### config.mk
export PLATFORM = sky130hd
export DESIGN_NAME = deserializer_out
export DESIGN_NICKNAME = d
export VERILOG_FILES = /design/src/rtl/deserializer_out.sv
export SDC_FILE = /design/constraint.sdc
export NUM_CORES = 1
export LEC_CHECK = 0
export BUFFER_PORTS_ARGS = -buffer_cell sky130_fd_sc_hd__buf_2
export CORE_ASPECT_RATIO = 1.75
export CORE_MARGIN = 2
export CORE_UTILIZATION = 35
export CTS_CLUSTER_DIAMETER = 50
export DETAILED_ROUTE_END_ITERATION = 12
export REMOVE_ABC_BUFFERS = 1
export SYNTH_ARGS = -nofsm -noshare
export SYNTH_HDL_FRONTEND = slang
export SYNTH_SLANG_ARGS = --single-unit
### constraint.sdc
create_clock -name clk_i -period 5.38 [get_ports clk_i]
set_clock_uncertainty 0.1 [all_clocks]
set_input_delay 0.269 -clock clk_i [delete_from_list [all_inputs] [get_ports clk_i]]
set_output_delay 0.269 -clock clk_i [all_outputs]
set_load 0.02 [all_outputs]
### src/rtl/deserializer_out.sv
// Serial-to-parallel receiver that rebuilds 27-bit frames (three K+8 words) from a bit/enable
// stream, buffers them in a FWFT FIFO with valid/ready output, flags truncation and overflow.
module deserializer_out #(
  parameter int FRAME_W    = 27,
  parameter int FIFO_DEPTH = 4
) (
  input  logic                          clk_i,
  input  logic                          rst_ni,
  input  logic                          data_i,
  input  logic                          ena_i,
  output logic [31:0]                   frame_o,
  output logic                          valid_o,
  input  logic                          ready_i,
  output logic [$clog2(FIFO_DEPTH):0]   level_o,
  output logic                          err_o,
  output logic                          ovf_o
);

  localparam int AW = $clog2(FIFO_DEPTH);
  localparam int LW = AW + 1;
  localparam logic [4:0] LAST_BIT = 5'(FRAME_W - 1);

  typedef enum logic {IDLE, SHIFT} state_e;

  state_e               state_q, state_d;
  logic [4:0]           cnt_q, cnt_d;
  logic [FRAME_W-2:0]   shreg_q, shreg_d;
  logic                 push, pop, full, wr_en;
  logic                 err_d, err_q, ovf_d, ovf_q;
  logic [AW-1:0]        wptr_q, wptr_d, rptr_q, rptr_d;
  logic [LW-1:0]        level_q, level_d;
  logic [FRAME_W-1:0]   mem_q [FIFO_DEPTH];
  logic [FRAME_W-1:0]   head;

  always_comb begin
    state_d = state_q;
    cnt_d   = cnt_q;
    shreg_d = shreg_q;
    push    = 1'b0;
    err_d   = 1'b0;
    case (state_q)
      IDLE: begin
        if (ena_i) begin
          shreg_d = {shreg_q[FRAME_W-3:0], data_i};
          cnt_d   = 5'd1;
          state_d = SHIFT;
        end
      end
      SHIFT: begin
        if (!ena_i) begin
          err_d   = 1'b1;
          cnt_d   = 5'd0;
          state_d = IDLE;
        end else if (cnt_q == LAST_BIT) begin
          // The final bit goes straight into the FIFO word; shreg already holds the other 26.
          push    = 1'b1;
          cnt_d   = 5'd0;
          state_d = IDLE;
        end else begin
          shreg_d = {shreg_q[FRAME_W-3:0], data_i};
          cnt_d   = cnt_q + 5'd1;
        end
      end
    endcase
  end

  always_comb begin
    full    = (level_q == LW'(FIFO_DEPTH));
    pop     = (level_q != '0) && ready_i;
    wr_en   = push && (!full || pop);
    ovf_d   = push && full && !pop;
    wptr_d  = wptr_q;
    rptr_d  = rptr_q;
    level_d = level_q;
    if (wr_en) wptr_d = wptr_q + AW'(1);
    if (pop)   rptr_d = rptr_q + AW'(1);
    case ({wr_en, pop})
      2'b10:   level_d = level_q + LW'(1);
      2'b01:   level_d = level_q - LW'(1);
      default: level_d = level_q;
    endcase
  end

  always_ff @(posedge clk_i or negedge rst_ni) begin
    if (!rst_ni) begin
      state_q <= IDLE;
      cnt_q   <= '0;
      shreg_q <= '0;
      wptr_q  <= '0;
      rptr_q  <= '0;
      level_q <= '0;
      err_q   <= 1'b0;
      ovf_q   <= 1'b0;
    end else begin
      state_q <= state_d;
      cnt_q   <= cnt_d;
      shreg_q <= shreg_d;
      wptr_q  <= wptr_d;
      rptr_q  <= rptr_d;
      level_q <= level_d;
      err_q   <= err_d;
      ovf_q   <= ovf_d;
    end
  end

  // Storage is left unreset; the head is masked by valid_o instead.
  always_ff @(posedge clk_i) begin
    if (wr_en) mem_q[wptr_q] <= {shreg_q, data_i};
  end

  assign head    = mem_q[rptr_q];
  assign valid_o = (level_q != '0);
  assign frame_o = valid_o ? 32'(head) : 32'd0;
  assign level_o = level_q;
  assign err_o   = err_q;
  assign ovf_o   = ovf_q;

endmodule

# After elaboration in Yosys (flattened, before gate mapping)
# Memory sizes are Yosys's and may differ from the RTL's.
# Index checks and enable logic that the tools add are counted.
# op_classes
muxes	21
eq_ne	7
bitwise_logic	1
addsub	5
reduce_logical	10
# ops
cell	n
26-bit two-way mux	3
26-bit one-hot mux with 2 select lines	1
27-bit two-way mux	1
5-bit two-way mux	3
1-bit two-way mux	10
5-bit one-hot mux with 2 select lines	1
2-bit inequality test, second input constant	3
3-bit one-hot mux with 2 select lines	1
5-bit by 1-bit adder with 5-bit output, second input constant	1
5-bit equality test, second input constant	1
2-bit by 1-bit adder with 2-bit output, second input constant	2
1-bit logical AND	4
3-bit by 1-bit adder with 3-bit output, second input constant	1
3-bit equality test, second input constant	1
3-bit AND reduction	1
3-bit nonzero test	1
3-bit by 1-bit subtractor with 3-bit output, second input constant	1
2-bit by 1-bit equality test with 1-bit output, second input constant	1
2-bit equality test, second input constant	1
1-bit logical NOT	2
1-bit one-hot mux with 2 select lines	1
2-bit nonzero test	1
1-bit logical OR	1
1-bit NOT	1
# totals
memories	1
inputBits	5
output_inout_bits	38
register_bits	41
word_cells	53
mem_bits_rw	108
# mem_list
name	depth	word_bits	rd	rd_ports_with_merged_regs	wr	line_no	source
mem_q	4	27	1	0	1	32	logic [FRAME_W-1:0] mem_q [FIFO_DEPTH];

# Depth between registers and ports, before layout
# logic_depth
depth_word	7
depth_mapped	11
mapped_depth_nobuf	10

# Worst setup path after synthesis
# OpenSTA, ideal clock, no wires.
# synth_path
path_type	register to register
startpoint	reg level_q[1], in the netlist level_o[1]
endpoint	reg level_q[2], in the netlist level_o[2]
slack_ns	2.800
stages_incl_launch_ff	10
required_ns	5.154
synth_period_minus_slack_ns	2.580
n_path_buf	1
arrival_time_ns	2.354
setup_ns	0.126
path_cell_list	dfrtp_1 or3_1 clkbuf_1 nand2_1 nor2_1 fa_1 inv_1 or4_1 and3_1 a311o_1
# synth_between
elab_chain_len	6
elab_cells_between_ends	12
classes_between	add/sub: 2; eq/ne: 3; mux: 1; reduce/logical: 6
# synth_rtl
item	line_no	source
from (decl)	31	logic [LW-1:0] level_q, level_d;
from (signal assigned)	100	level_q <= level_d;
3-bit equality test / 3-bit nonzero test (equally long branches)	68, 69	
1-bit logical NOT / 1-bit logical AND (equally long branches)	70, 69	
1-bit logical OR	70	wr_en = push && (!full || pop);
1-bit logical AND	70	
2-bit by 1-bit equality test with 1-bit output / 2-bit equality test (equally long branches)	77	case ({wr_en, pop})
3-bit one-hot mux with 2 select lines / 2-bit nonzero test (equally long branches)	n/a	
# Several ways; a longest one is shown, not always the timed one.
# A chain may end at the register's enable or synchronous reset.

# Worst setup path after layout
# Ends and elaborated chain as after synthesis.

==> results.sh <==
export IMPL_outcome="finished clean"
export IMPL_clockPowerShare_pct=33.1
export IMPL_routed_wl_mm=10.4
export IMPL_yosysWarnings=0
export IMPL_cts_root_buf="clkbuf_16"
export IMPL_crit_path_max_incr_delay_ns=0.79
export IMPL_max_cap_viol_count=0
export IMPL_postCtsSetupBuffers=0
export IMPL_cp_num_buf_inv=1
export IMPL_switching_power_uw=964
export IMPL_synth_area_mm2=0.00596
export IMPL_antenna_found_initial=0
export IMPL_port_buffers=37
export IMPL_detailedRoute_firstIterationViolations=192
export IMPL_internal_power_uw=2480
export IMPL_routabilityCongestion=0.724
export IMPL_min_period_over_period_pct=57.7
export IMPL_die_width_um=103
export IMPL_seqPwrFrac_pct=47.6
export IMPL_drc_errors=0
export IMPL_grtUsageTotal_pct=12.7
export IMPL_swShare_pct=28.0
export IMPL_worst_path_max_fanout=31
export IMPL_netlist_instances=317
export IMPL_grt_overflow=0
export IMPL_final_common_cell="edfxtp_1"
export IMPL_nFillCells=1491
export IMPL_first_pass_iters=4
export IMPL_cp_slowest_cell="or3_1"
export IMPL_path_class="flip-flop to flip-flop"
export IMPL_grt_first_pass_wirelength_mm=16.7
export IMPL_leakage_uw=0.00259
export IMPL_final_nets=374
export IMPL_ys_ff_latch=149
export IMPL_routed_via_density=4.79
export IMPL_yosys_most_used_dff="edfxtp_1"
export IMPL_grtUsageMet3_pct=3.91
export IMPL_cts_htree_levels=4
export IMPL_power_density_mw_per_mm2=495
export IMPL_clkLatencyLatePin_ns=0.42
export IMPL_clk_path_buf_depth=2
export IMPL_endpoint_kind="flip-flop"
export IMPL_cp_arrival_ns=3.31
export IMPL_period_minus_slack_ns=3.10
export IMPL_grt_busiest_layer="met2"
export IMPL_coreArea_mm2=0.0168
export IMPL_cts_clk_slew_worst_paths_ns=0.06
export IMPL_pre_cts_slack_ns=2.22
export IMPL_seq_area_frac_synth_pct=71.6
export IMPL_die_area_mm2=0.0181
export IMPL_worstSetupStartpointType="flip-flop"
export IMPL_relSlewSlack_pct=31.0
export IMPL_grt_pass1_vias=3134
export IMPL_diodes=0
export IMPL_initial_core_util_pct=35.5
export IMPL_peakVddDrop_mv=0.318
export IMPL_wl_per_cell_um=17.3
export IMPL_grt_max_degree=42
export IMPL_slew_viol_final=0
export IMPL_die_y_um=177
export IMPL_cp_cell_sequence="or3_1 > nand2_1 > nor2_1 > fa_1 > inv_1 > or4_1 > and3_1 > a311o_1"
export IMPL_io_pins=43
export IMPL_required_ns=5.59
export IMPL_use_met1_pct=13.1
export IMPL_drive_gt1_share_pct=36.3
export IMPL_fin_ws_ns=2.28
export IMPL_dp_hpwl_mm=6.10
export IMPL_mostFrequentLayoutCells="edfxtp_1 (108), dfrtp_1 (40), buf_2 (37), and2_1 (28), mux2_2 (28)"
export IMPL_synth_cell_types=38
export IMPL_drt_antenna_violating_nets=0
export IMPL_p_comb_share_pct=19.3
export IMPL_fmax_mhz=322
export IMPL_grt_setup_unrepaired="false"
export IMPL_cts_sinks=149
export IMPL_finalSetupViolations=0
export IMPL_cts_buffers=17
export IMPL_fp_row_count=63
export IMPL_hp_class="primary input to flip-flop"
export IMPL_regToRegSetupSlack_ns=2.28
export IMPL_synth_edff_count=108
export IMPL_route_vias_total=2885
export IMPL_async_flop_share_pct=27.5
export IMPL_area_growth_syn_to_layout_pct=16.6
export IMPL_use_met2_pct=22.9
export IMPL_avgSynthCellArea_um2=18.8
export IMPL_setup_tns_ns=0
export IMPL_cts_tree="yes"
export IMPL_path_delay_family="simple AND/OR/NAND/NOR gates"
export IMPL_finalHoldViolations=0
export IMPL_worst_pin_slew_ns=1.03
worst reg2reg max path: stages (launching register included):
cell	delay, ns
dfrtp_1	0.49
or3_1	0.79
nand2_1	0.19
nor2_1	0.16
fa_1	0.21
inv_1	0.06
or4_1	0.53
and3_1	0.20
a311o_1	0.26
cell type report:
cell class	instances	area (um2)	share of cell area, %
flip-flops and latches	149	4270	61.4
multi-input cells	149	1590	22.9
clock buffers	19	443	6.37
well taps	227	284	4.09
repair buffers	40	213	3.06
clock inverters	13	134	1.93
inverters	5	18.8	0.270
logic make-up (layout without fill, tap and decap cells):
group                    count (synthesis)  in the layout  synth area share, %
AND/OR/NAND/NOR                         62             62                 6.49
AO/OA/AOI/OAI                           14             14                 1.76
buffers and inverters                   23             77                 2.04
flip-flops                             149            149                 71.6
XOR/XNOR                                 4              4                0.588
multiplexers                            57             57                 15.8
adder cells (fa/ha/maj)                  7              7                 1.60
other                                    1              5               0.0629
worst paths after layout:
check,from,to,depth (start not counted)
max in group asynchronous,rst_ni,rptr_q[0],2
worst min-delay path,ena_i,err_o,2
worst max-delay path,level_o[1],level_o[2],8
worst min register to register,shreg_q[25],mem_q[0][26],0
min in group asynchronous,rst_ni,cnt_q[0],2
worst max register to register,level_o[1],level_o[2],8
metal layers:
metal,share of wire (%),wire length (um)
met3,3.8,398
met4,1.7,181
met5,0,0
met1,37,3840
met2,57,5970
state kept, by name, summed over array words and instances, names as in the netlist:
register	flops
mem_q	108
err_o	1
state_q	1
wptr_q	2
level_o	3
cnt_q	5
shreg_q	26
rptr_q	2
ovf_o	1
power by group through the flow:
stage          Combinational [uW]  Sequential, uW  Clock, uW
2_1_floorplan                 480            1620          0
3_3_place_gp                  672            1650          0
3_5_place_dp                  680            1670          0
4_1_cts                       682            1650       1160
5_1_grt                       726            1670       1210
6_report                      664            1640       1140
repair_timing:
item / in CTS / in global routing
gates resized for setup: 0 / 0
hold buffers: 2 / 0
endpoints found under the hold margin: 45 / 0
Yosys cell counts (all sizes together) (2+ instances only):
cell type	count	share of area (%)
nor2	5	0.31
o31ai	3	0.38
inv	5	0.31
mux2i	2	0.34
edfxtp	108	54
mux2	28	5.3
dfrtp	41	17
xnor2	4	0.59
nand2	6	0.46
and3	5	0.52
nor3b	2	0.25
o221a	2	0.38
and2	28	2.9
nor3	2	0.17
nor2b	2	0.21
nand4	2	0.21
or2	2	0.21
ha	6	1.3
o21ai	4	0.34
clkbuf	4	0.25
mux4	27	10
nand3	3	0.25
buf	14	1.5
metrics by stage:
| step | std cells | util, % | hold slack (ns) | cell area, um2 | total power [uW] |
|---|---|---|---|---|---|
| after floorplan | 303 | - | -0.127 | 5870 | 2100 |
| after CTS | 602 | 41.4 | 0.0259 | 6950 | 3490 |
| after detailed placement | 568 | 37.8 | 0.403 | 6350 | 2350 |
| after global placement | 568 | 37.8 | 0.398 | 6350 | 2330 |
| after global routing | 602 | 41.4 | 0.0387 | 6950 | 3610 |
| final | 602 | 41.4 | 0.0407 | 6950 | 3440 |
Power figures use the tool's default switching activity.
